$ cat src/rtl/amm_arb_pkg.sv
`default_nettype none
// amm_arb_pkg -- shared types, constants and width helper for amm_rr_arbiter.
// Revision 1.0
package amm_arb_pkg;

  typedef enum logic [0:0] {
    IDLE = 1'b0,
    BUSY = 1'b1
  } arb_state_t;

  localparam logic [31:0] ABORT_DATA = 32'hDEAD_BEEF;

  // Never returns less than 1 so single-entry ranges still get a real bit.
  function automatic int clog2(input int n);
    int w;
    w = 1;
    while ((1 << w) < n) w++;
    return w;
  endfunction

endpackage
`default_nettype wire

$ cat src/rtl/rr_pick.sv
`default_nettype none
// rr_pick -- combinational round-robin pick: first requester above 'last', wrapping.
// Revision 1.0
module rr_pick
  import amm_arb_pkg::*;
#(
  parameter int NUM_M = 2,
  parameter int GW    = clog2(NUM_M)
) (
  input  logic [NUM_M-1:0] req,
  input  logic [GW-1:0]    last,
  output logic [GW-1:0]    winner,
  output logic             any
);

  always_comb begin
    int          idx;
    logic [GW-1:0] cand;
    winner = '0;
    any    = 1'b0;
    idx    = 0;
    cand   = '0;
    for (int k = 1; k <= NUM_M; k++) begin
      idx  = (int'(last) + k) % NUM_M;
      cand = GW'(idx);
      if (!any && req[cand]) begin
        winner = cand;
        any    = 1'b1;
      end
    end
  end

endmodule
`default_nettype wire

$ cat src/rtl/amm_rr_arbiter.sv
`default_nettype none
// amm_rr_arbiter -- round-robin sharing of one Avalon-MM register slave among NUM_M masters.
// Revision 1.0
module amm_rr_arbiter
  import amm_arb_pkg::*;
#(
  parameter int NUM_M   = 2,
  parameter int ADDRW   = 8,
  parameter int DATAW   = 32,
  parameter int TIMEOUT = 16
) (
  input  logic                     clk,
  input  logic                     rst,
  input  logic [NUM_M*ADDRW-1:0]   m_addr,
  input  logic [NUM_M-1:0]         m_read,
  input  logic [NUM_M-1:0]         m_write,
  input  logic [NUM_M*DATAW-1:0]   m_writedata,
  input  logic [NUM_M*DATAW/8-1:0] m_byteenable,
  output logic [DATAW-1:0]         m_readdata,
  output logic [NUM_M-1:0]         m_waitrequest,
  output logic [ADDRW-1:0]         s_addr,
  output logic                     s_read,
  output logic                     s_write,
  output logic [DATAW-1:0]         s_writedata,
  output logic [DATAW/8-1:0]       s_byteenable,
  input  logic [DATAW-1:0]         s_readdata,
  input  logic                     s_waitrequest,
  output logic                     err
);

  localparam int GW = clog2(NUM_M);
  localparam int CW = clog2(TIMEOUT);
  localparam int BW = DATAW / 8;
  localparam logic [DATAW-1:0] ABORT_WORD = DATAW'(ABORT_DATA);

  arb_state_t       state, next_state;
  logic [GW-1:0]    gnt, last, winner;
  logic [CW-1:0]    wait_cnt;
  logic [NUM_M-1:0] req;
  logic             any, complete, abort, stall;

  assign req = m_read | m_write;

  rr_pick #(
    .NUM_M (NUM_M),
    .GW    (GW)
  ) u_pick (
    .req    (req),
    .last   (last),
    .winner (winner),
    .any    (any)
  );

  always_ff @(posedge clk or posedge rst) begin
    if (rst) begin
      state    <= IDLE;
      gnt      <= '0;
      last     <= GW'(NUM_M - 1);
      wait_cnt <= '0;
      err      <= 1'b0;
    end else begin
      state <= next_state;
      err   <= abort;
      if (state == IDLE && any) begin
        gnt      <= winner;
        wait_cnt <= '0;
      end else if (stall) begin
        wait_cnt <= wait_cnt + CW'(1);
      end
      if (complete || abort) last <= gnt;
    end
  end

  // A dropped request leaves 'last' alone so the same master keeps its turn.
  always_comb begin
    next_state = state;
    complete   = 1'b0;
    abort      = 1'b0;
    stall      = 1'b0;
    case (state)
      IDLE: if (any) next_state = BUSY;
      BUSY: begin
        if (!req[gnt]) begin
          next_state = IDLE;
        end else if (!s_waitrequest) begin
          complete   = 1'b1;
          next_state = IDLE;
        end else if (wait_cnt == CW'(TIMEOUT - 1)) begin
          abort      = 1'b1;
          next_state = IDLE;
        end else begin
          stall = 1'b1;
        end
      end
      default: next_state = IDLE;
    endcase
  end

  always_comb begin
    m_waitrequest = '1;
    m_readdata    = s_readdata;
    s_addr        = '0;
    s_read        = 1'b0;
    s_write       = 1'b0;
    s_writedata   = '0;
    s_byteenable  = '0;
    if (state == BUSY) begin
      s_addr             = m_addr[int'(gnt)*ADDRW +: ADDRW];
      s_writedata        = m_writedata[int'(gnt)*DATAW +: DATAW];
      s_byteenable       = m_byteenable[int'(gnt)*BW +: BW];
      s_write            = m_write[gnt];
      s_read             = m_read[gnt] & ~m_write[gnt];
      m_waitrequest[gnt] = s_waitrequest;
      if (abort) begin
        m_waitrequest[gnt] = 1'b0;
        m_readdata         = ABORT_WORD;
        s_read             = 1'b0;
        s_write            = 1'b0;
      end
    end
  end

endmodule
`default_nettype wire

$ cat config.mk
export PLATFORM = sky130hd
export DESIGN_NAME = amm_rr_arbiter
export DESIGN_NICKNAME = d
export VERILOG_FILES = /design/src/rtl/amm_arb_pkg.sv /design/src/rtl/rr_pick.sv /design/src/rtl/amm_rr_arbiter.sv
export SDC_FILE = /design/constraint.sdc
export NUM_CORES = 1
export LEC_CHECK = 0
export ABC_CLOCK_PERIOD_IN_PS = 1800
export CORE_AREA = 2 2 80 82
export DETAILED_ROUTE_END_ITERATION = 8
export DIE_AREA = 0 0 82 84
export PLACE_DENSITY = 0.85
export SETUP_SLACK_MARGIN = 0.4
export SYNTH_ARGS = -nofsm -noshare
export SYNTH_HDL_FRONTEND = slang
export SYNTH_SLANG_ARGS = --single-unit
$ cat constraint.sdc
create_clock -name clk -period 1.8 [get_ports clk]
set_input_delay 0.36 -clock clk [delete_from_list [all_inputs] [get_ports clk]]
set_output_delay 0.36 -clock clk [all_outputs]
set_load 0.02 [all_outputs]
### After elaboration in Yosys (flattened, before gate mapping)

Cells that the tools add are included.

* magnitude comparators: 4
* reduce and logical (&&, ||, !) cells: 6
* bitwise gates (word level): 7
* equality and inequality tests: 1
* muxes and demuxes: 42
* shifts and indexed selects: 3
* add/subtract/negate cells: 3

Operators with widths (count)
* $mux W32: 3
* $shiftx A64 B7 Y32: 1
* $mux W1: 31
* $shiftx A16 B5 Y8: 1
* $mux W4: 3
* $mux W8: 1
* $shiftx A8 B4 Y4: 1
* $lt A1 B2 Y1 const B: 3
* $add A4 B1 Y4 const B: 1
* $eq A4 B4 Y1 const B: 1
* $mux W2: 2
* $or A2 B2 Y2: 2
* $logic_and A1 B1 Y1: 3
* $add A1 B1 Y1 const B: 2
* $and A2 B2 Y2: 1
* $not A1 Y1: 2
* $not A2 Y2: 1
* $pmux W1 S2: 1
* $reduce_bool A2 Y1: 1
* $and A1 B1 Y1: 1
* $demux W1 S1: 1
* $ge A1 B1 Y1 const B: 1
* $logic_not A1 Y1: 1
* $logic_or A1 B1 Y1: 1

* bits of input ports: 127
* register bits after elaboration: 8
* word-level logic and storage cells: 71
* output and inout port bits: 81

### Longest topological paths before layout

Gate-level depths: netlist (run 1).

* depth after elaboration: 9
* depth in mapped cells: 6
* depth with buffers taken out: 5

### Cells and area by module

A second synthesis (run 1) with hierarchy kept.

* cells, all modules: 186
* area, all modules: 1492.7 µm²

By module, submodules not included
* amm_rr_arbiter: sequential area each 201.4 µm², instances 1, cells each 184, area each 1478.9 µm²
* rr_pick: sequential area each 0.0 µm², instances 1, cells each 2, area each 13.8 µm²

### Worst setup path before layout (run 1)

No wires, ideal clock.

* path kind: register to output
* start: register state
* end: output s_read
* data required time: 1.440 ns
* stages on the path, launching flop included: 7
* path buffers: 2
* slack: -0.109 ns
* arrival: 1.549 ns
* cell sequence: dfrtp_1 > buf_4 > nor2b_4 > a21oi_4 > nor3_4 > buf_6 > nor3_1

* word-level cells in the longest chain between the ends: 3

Ends and longest elaborated chain
* from (decl): RTL line amm_rr_arbiter.sv:36 `arb_state_t state, next_state;`
* from (signal assigned): RTL line amm_rr_arbiter.sv:62 `state <= next_state;`
* $mux W1: RTL line amm_rr_arbiter.sv:80 `case (state)`
* via abort: RTL line amm_rr_arbiter.sv:40 `logic any, complete, abort, stall;`
* $mux W1: RTL line amm_rr_arbiter.sv:114 `if (abort) begin`
* $mux W1: RTL line amm_rr_arbiter.sv:107 `if (state == BUSY) begin`
* to (decl): RTL line amm_rr_arbiter.sv:22 `output logic s_read,`

The timed path passes the listed nets, and every way through them passes these cells.

### Worst setup path after layout (run 1)

* start: input m_write[0]
* end: output m_readdata[30]

* word-level cells in the longest chain between the ends: 7

Ends and longest elaborated chain
* from (decl): RTL line amm_rr_arbiter.sv:16 `input logic [NUM_M-1:0] m_write,`
* $or A2 B2 Y2: RTL line amm_rr_arbiter.sv:42 `assign req = m_read | m_write;`
* $mux W1 (not written as such) (2 in series): RTL line amm_rr_arbiter.sv:83 `if (!req[gnt]) begin`
* $mux W1: RTL line amm_rr_arbiter.sv:83
* $mux W1: RTL line amm_rr_arbiter.sv:80
* $mux W32: RTL line amm_rr_arbiter.sv:114
* $mux W32: RTL line amm_rr_arbiter.sv:107
* to (decl): RTL line amm_rr_arbiter.sv:19 `output logic [DATAW-1:0] m_readdata,`

No other way between the ends. The select of a mux whose other input is x is not followed.

==> reports/results.tsv, run 1 <==
stage	metric	value	unit
global_routing	grt-busiest-layer	met2	
setup_path	critPathLaunchType	input pin	
global_routing	gr-total-overflow	0	
power	power.share.sequential	5.0	%
drt	finalWirelength	11400	um
synth	yosysSeqAreaShare	14.2	%
timing	min_period_over_period	121	%
power	clkPwrFrac	3.4	%
floorplanning	die_area	6890	sq um
finish	antennaDiodeCount	0	
timing	slew_viol_final	0	
clock_tree	cts.clk_slew.worst_paths	0.04	ns
setup_path	r2r_cells	9	
synth	yosys_warnings	0	
setup_path	startpoint	m_write[0]	
setup_path	cp_data_arrival_time	1.81	ns
synth	ys_ff_latch	8	
synth	ys_types	34	
power	power_frac_comb	91.7	%
synth	async_flop_share	100	%
drt	drc_errors	0	
floorplanning	io_pins	208	
power	power.internal	3840	uW
timing	fmax	0.460	GHz
clock_tree	cts_hold_buf	0	
setup_path	r2r_start	wait_cnt[0]	
timing	postLayoutSetupSlackWorst	-0.373	ns
placed_design	dpl-instance-area	3970	sq um
setup_path	r2r-end	last	
power	net-switching-power	2880	uW
drt	vias	2691	
finish	final_area	5170	sq um
power	powerDensity	1300	nW/um^2
placed_design	place.gp.congestion	0.861	
clock_tree	root_buffer	clkbuf_8	
power	power_switching_share	42.9	%
setup_path	rrSetupSlack	0.14	ns
clock_tree	htreeDepth	1	
run_status	outcome	complete, but fails checks	
synth	syn-num-nets	314	
floorplanning	rows	29	
timing	setup_tns	-18.59	ns
synth	synth_top_area_share	32.6	%
finish	nNetsFinal	596	
synth	synth_cells	186	
synth	synth_common_cells	nor2_1 (50), mux2i_1 (46), or2_1 (24), dfrtp_1 (7)	
floorplanning	core_area	6100	sq um
drt	drt-vias-per-instance	4.95	
finish	drive_gt1_share	62.7	%
setup_path	worstSetupPathType	in2out	
setup_path	critPathMaxFanout	6	
synth	netlist_area	1410	sq um
synth	ys.flop_type	dfrtp_1	
drt	first_pass_iters	4	
drt	ant_nets	0	
floorplanning	start_util	23.2	%
global_routing	grt_max_degree	17	
drt	drt_iter0_drc	122	
timing	fin_hold_ws	0.375	ns
hold_path	hold_path.class	in2async	
clock_tree	clockBufferDepth	2	
finish	areaGrowthSynthToFinish	265	%
setup_path	cp-end-kind	output pin	
clock_tree	cts_buffers	3	
global_routing	antenna_found_initial	0	
job	maxCapViolCount	0	
finish	final_core_util	84.8	%
synth	syn_area_per_cell	7.60	sq um
floorplanning	die_h	84	um
global_routing	met1_usage	21.1	%
timing	rsz0062_at_grt	true	
placed_design	port_buffers	207	
power	p_leak	0.00227	uW
clock_tree	cts.sinks	8	
placed_design	hpwl	6150	um
timing	setup_viol_count_final	80	
global_routing	gr-usage-met2	51.7	%
timing	maxSlewHeadroom	75.1	%
power	peakVddDrop	1.10	mV
synth	synth_top_cell_by_area	mux2i_1	
drt	routedWlPerCell	20.9	um
synth	synth_edf_count	0	
clock_tree	insertion_delay	0.23	ns
finish	num-fill-cells	298	
timing	layout_min_cycle_time	2.17	ns
global_routing	grtUsageTotal	24.2	%
global_routing	grt_pass1_wl	12800	um
synth	synth_most_common_cell	nor2_1	
global_routing	use_met3	5.30	%
run_status	violations	setup timing	
floorplanning	die_w	82	um
timing	worstMarginPinSlew	0.374	ns
setup_path	worst-endpoint-required	1.44	ns
synth	ys_top_cells_by_area	mux2i_1 (33%), nor2_1 (13%), dfrtp_1 (12%)	
timing	hold_viol	0	
clock_tree	cts_tree	yes	
timing	finClkSkew	0.00711	ns
power	power	6720	uW
global_routing	grt_pass1_vias	2604	
==> worst max-delay path, cell delays in order <==
cell	delay, ns
clkdlybuf4s15_1	0.22
or2_4	0.28
a21oi_4	0.20
nor3_4	0.08
buf_6	0.15
clkbuf_16	0.16
or2_4	0.24
buf_6	0.13
==> sequential cells by signal, indices dropped and copies added, names as in the netlist <==
| signal | cells |
|---|---|
| gnt | 1 |
| state | 1 |
| last | 1 |
| wait_cnt | 4 |
| err | 1 |
==> metal layers <==
metal | up-vias | routed length (um)
li1 | 1190 | -
met1 | 1260 | 3300
met2 | 195 | 6480
met3 | 46 | 974
met4 | 0 | 626
met5 | - | 0
==> cells by family (layout without fill, tap and decap cells) <==
kind of cell	Yosys count	after routing	synth area share, %
compound gates	14	14	8.32
mux	47	47	33.4
flops	8	8	14.2
buf+inv	18	299	7.61
fa+ha+maj	1	1	0.885
simple gates	98	98	35.6
==> stage by stage <==
step,cells,worst slack [ns]
after floorplan,186,0.132
after global placement,481,-0.896
after detailed placement,481,-0.966
after CTS,512,-0.333
after global routing,544,-0.400
final,544,-0.373
==> layout make-up <==
| type | instances | area [sq um] | area share (%) |
|---|---|---|---|
| tap | 77 | 96.3 | 1.86 |
| clock buffer | 4 | 45.0 | 0.872 |
| sequential | 8 | 203 | 3.92 |
| timing repair buffer | 291 | 3170 | 61.4 |
| inverter | 4 | 22.5 | 0.436 |
| multi-input combinational | 160 | 1630 | 31.5 |
==> cell usage in the layout, fill, tap and decap left out, types with 2 or more instances in the layout <==
master           instances
and2b_2                  5
buf_12                   9
buf_16                   4
buf_2                    2
buf_4                   35
buf_6                  104
buf_8                    5
clkbuf_16                3
clkbuf_8                 3
clkdlybuf4s15_1          3
clkdlybuf4s15_2          2
clkdlybuf4s50_1        121
dfrtp_1                  6
inv_1                    3
mux2i_1                 20
mux2i_2                 16
mux2i_4                 10
nand2_1                  2
nand2_2                  2
nand3_4                  2
nor2_1                   5
nor2_2                  41
nor2_4                   4
nor2b_4                  4
nor3_4                   4
o211ai_1                 2
o21ai_2                  2
or2_4                   25
==> worst max-delay path by stage <==
| stage | slack, ns | endpoint | depth (start not counted) |
|---|---|---|---|
| detailed placement | -0.97 | m_readdata[16] | 7 |
| floorplan | 0.13 | s_read | 6 |
| global placement | -0.90 | m_readdata[10] | 7 |
| CTS | -0.33 | m_readdata[17] | 7 |
| global route | -0.40 | m_readdata[30] | 7 |
| finish | -0.37 | m_readdata[30] | 8 |
==> what timing repair did <==
| item | 4_1_cts | 5_1_grt |
|---|---|---|
| hold endpoints to repair | 0 | 0 |
| gates cloned | 4 | 3 |
| buffers inserted | 23 | 29 |
| endpoints found under the setup margin | 89 | 84 |
| pin swaps | 10 | 20 |
| resized for setup | 460 | 136 |
==> power groups by stage <==
stage	clock (uW)	combinational (uW)	sequential, uW
finish	226	6160	334
global route	246	6390	336
CTS	233	4560	325
detailed placement	0	3820	318
global placement	0	3770	311
floorplan	0	2210	285
No activity file was read; power rests on OpenSTA's default activity.
==> run 2: changes to the inputs <==
--- a/config.mk
+++ b/config.mk
@@ -6,6 +6,7 @@
 export NUM_CORES = 1
 export LEC_CHECK = 0
 export ABC_CLOCK_PERIOD_IN_PS = 1800
+export CAP_MARGIN = 10
 export CORE_AREA = 2 2 80 82
 export DETAILED_ROUTE_END_ITERATION = 8
 export DIE_AREA = 0 0 82 84
==> results of run 2 <==
Same layout as run 1: the final DEF is identical, and so are final timing and power.
==> run 3: changes to the inputs <==
--- a/config.mk
+++ b/config.mk
@@ -15,3 +15,4 @@
 export SYNTH_ARGS = -nofsm -noshare
 export SYNTH_HDL_FRONTEND = slang
 export SYNTH_SLANG_ARGS = --single-unit
+export TNS_END_PERCENT = 20
==> reports/results.tsv, run 3 (same netlist as run 1, synthesis figures left out) <==
stage	metric	value	unit	change
finish	final_common_cell	clkdlybuf4s50_1		
timing	min_period_over_period	120	%	-0.71 points
setup_path	critPathLaunchType	flip-flop		
drt	ant_nets	0		unchanged
drt	drt-vias-per-instance	4.56		-7.8%
setup_path	r2r-end	last		
finish	final_cell_mix	clkdlybuf4s50_1 (121), buf_4 (73), nor2_1 (50)		
floorplanning	die_area	6890	sq um	unchanged
clock_tree	cts.sinks	8		unchanged
finish	top_register	wait_cnt		
setup_path	rrSetupSlack	0.13	ns	about the same
placed_design	place.gp.congestion	0.812		-5.7%
drt	drt_iter0_drc	69		-43%
setup_path	r2r_start	gnt		
floorplanning	die_h	84	um	unchanged
timing	maxSlewHeadroom	77.6	%	+2.5 points
global_routing	grtUsageTotal	20.4	%	-3.8 points
finish	final_core_util	67.1	%	-18 points
clock_tree	root_buffer	clkbuf_8		
global_routing	grt_max_degree	40		+23
finish	largest_reg_flops	4		unchanged
floorplanning	core_area	6100	sq um	unchanged
setup_path	critPathMaxFanout	6		unchanged
job	maxCapViolCount	0		unchanged
finish	final_area	4090	sq um	-21%
timing	finClkSkew	0.00496	ns	-0.00215 ns
clock_tree	cts_tree	yes		
finish	drive_gt1_share	43.0	%	-20 points
setup_path	worst-endpoint-required	1.44	ns	about the same
timing	fin_hold_ws	0.395	ns	+0.0193 ns
floorplanning	start_util	23.2	%	unchanged
placed_design	dpl-instance-area	3810	sq um	-4.0%
global_routing	grt_pass1_wl	10900	um	-15%
global_routing	grt_pass1_vias	2223		-15%
timing	layout_min_cycle_time	2.16	ns	-0.0128 ns
timing	setup_tns	-10.49	ns	+8.10 ns
run_status	outcome	complete, but fails checks		
setup_path	r2r_cells	8		-1
setup_path	cp_data_arrival_time	1.80	ns	about the same
floorplanning	io_pins	208		unchanged
timing	hold_viol	0		unchanged
timing	fmax	0.463	GHz	+0.59%
setup_path	worstSetupPathType	reg2out		
drt	vias	2304		-14%
floorplanning	rows	29		unchanged
setup_path	startpoint	gnt		
clock_tree	cts.clk_slew.worst_paths	0.05	ns	about the same
floorplanning	die_w	82	um	unchanged
finish	areaGrowthSynthToFinish	189	%	
placed_design	hpwl	6110	um	-0.67%
power	peakVddDrop	1.08	mV	-1.3%
finish	nNetsFinal	557		-6.5%
clock_tree	insertion_delay	0.24	ns	about the same
power	powerDensity	1100	nW/um^2	-16%
power	p_leak	0.00197	uW	-14%
timing	worstMarginPinSlew	0.336	ns	-0.0383 ns
drt	drc_errors	0		unchanged
setup_path	cp-endpoint	m_readdata[2]		
finish	antennaDiodeCount	0		unchanged
run_status	violations	setup timing		
drt	first_pass_iters	4		unchanged
drt	finalWirelength	8010	um	-30%
clock_tree	cts_buffers	3		unchanged
clock_tree	clockBufferDepth	2		unchanged
timing	rsz0062_at_grt	true		
timing	postLayoutSetupSlackWorst	-0.360	ns	+0.0128 ns
placed_design	port_buffers	207		unchanged
hold_path	hold_path.class	in2async		
setup_path	cp-end-kind	output pin		
power	power	4490	uW	-33%
clock_tree	htreeDepth	1		unchanged
global_routing	antenna_found_initial	0		unchanged
drt	routedWlPerCell	15.9	um	-24%
finish	num-fill-cells	494		+66%
timing	setup_viol_count_final	44		-45%
global_routing	gr-total-overflow	0		unchanged
timing	slew_viol_final	0		unchanged
==> run 3: routing by layer <==
| layer | GRT usage [%] | routed length (um) |
|---|---|---|
| met4 | 8.48 | 339 |
| met2 | 39.1 | 4210 |
| met3 | 7.03 | 867 |
| met5 | 0 | 0 |
| met1 | 18.6 | 2590 |
==> run 3: what timing repair did <==
item,4_1_cts,5_1_grt
cloned,1,4
endpoints found under the setup margin,88,85
endpoints found under the hold margin,0,0
gates resized for setup,398,58
hold buffers,0,0
pin swaps,38,20
buffers inserted,4,13
==> run 3: cell type report <==
type	count	area, sq um	area share [%]
clock buffers	4	45.0	1.10
repair buffers	252	2470	60.4
inverters	4	20.0	0.489
flip-flops and latches	8	203	4.95
well taps	77	96.3	2.35
multi-input cells	160	1260	30.7
==> run 3: critical path: stages, from the launching register on <==
cell     delay, ns
dfrtp_2       0.45
buf_6         0.14
nor2b_4       0.13
a21oi_4       0.08
nor3_4        0.21
buf_6         0.15
buf_6         0.11
buf_6         0.09
or2_4         0.09
buf_6         0.10
==> run 3: power by group <==
group | internal [uW] | switching, uW | total (uW)
registers | 248 | 69.2 | 317
clock network | 154 | 81.7 | 236
logic | 2030 | 1910 | 3940
total | 2430 | 2060 | 4490
==> run 3: per-stage QoR <==
stage          instances  worst slack, ns
6_report             505           -0.360
5_1_grt              505           -0.430
4_1_cts              488           -0.354
3_5_place_dp         479           -0.822
3_3_place_gp         479           -0.788
2_1_floorplan        186            0.132
==> run 3: worst min path at each step <==
stage / from / endpoint / slack (ns) / cells past startpoint
after CTS: rst / wait_cnt[2] / 0.40 / 2
final: rst / wait_cnt[2] / 0.39 / 2
after global placement: wait_cnt[0] / wait_cnt[0] / 0.61 / 2
after floorplan: rst / err / 0.17 / 1
after detailed placement: wait_cnt[3] / wait_cnt[3] / 0.61 / 2
after global routing: rst / wait_cnt[2] / 0.44 / 2
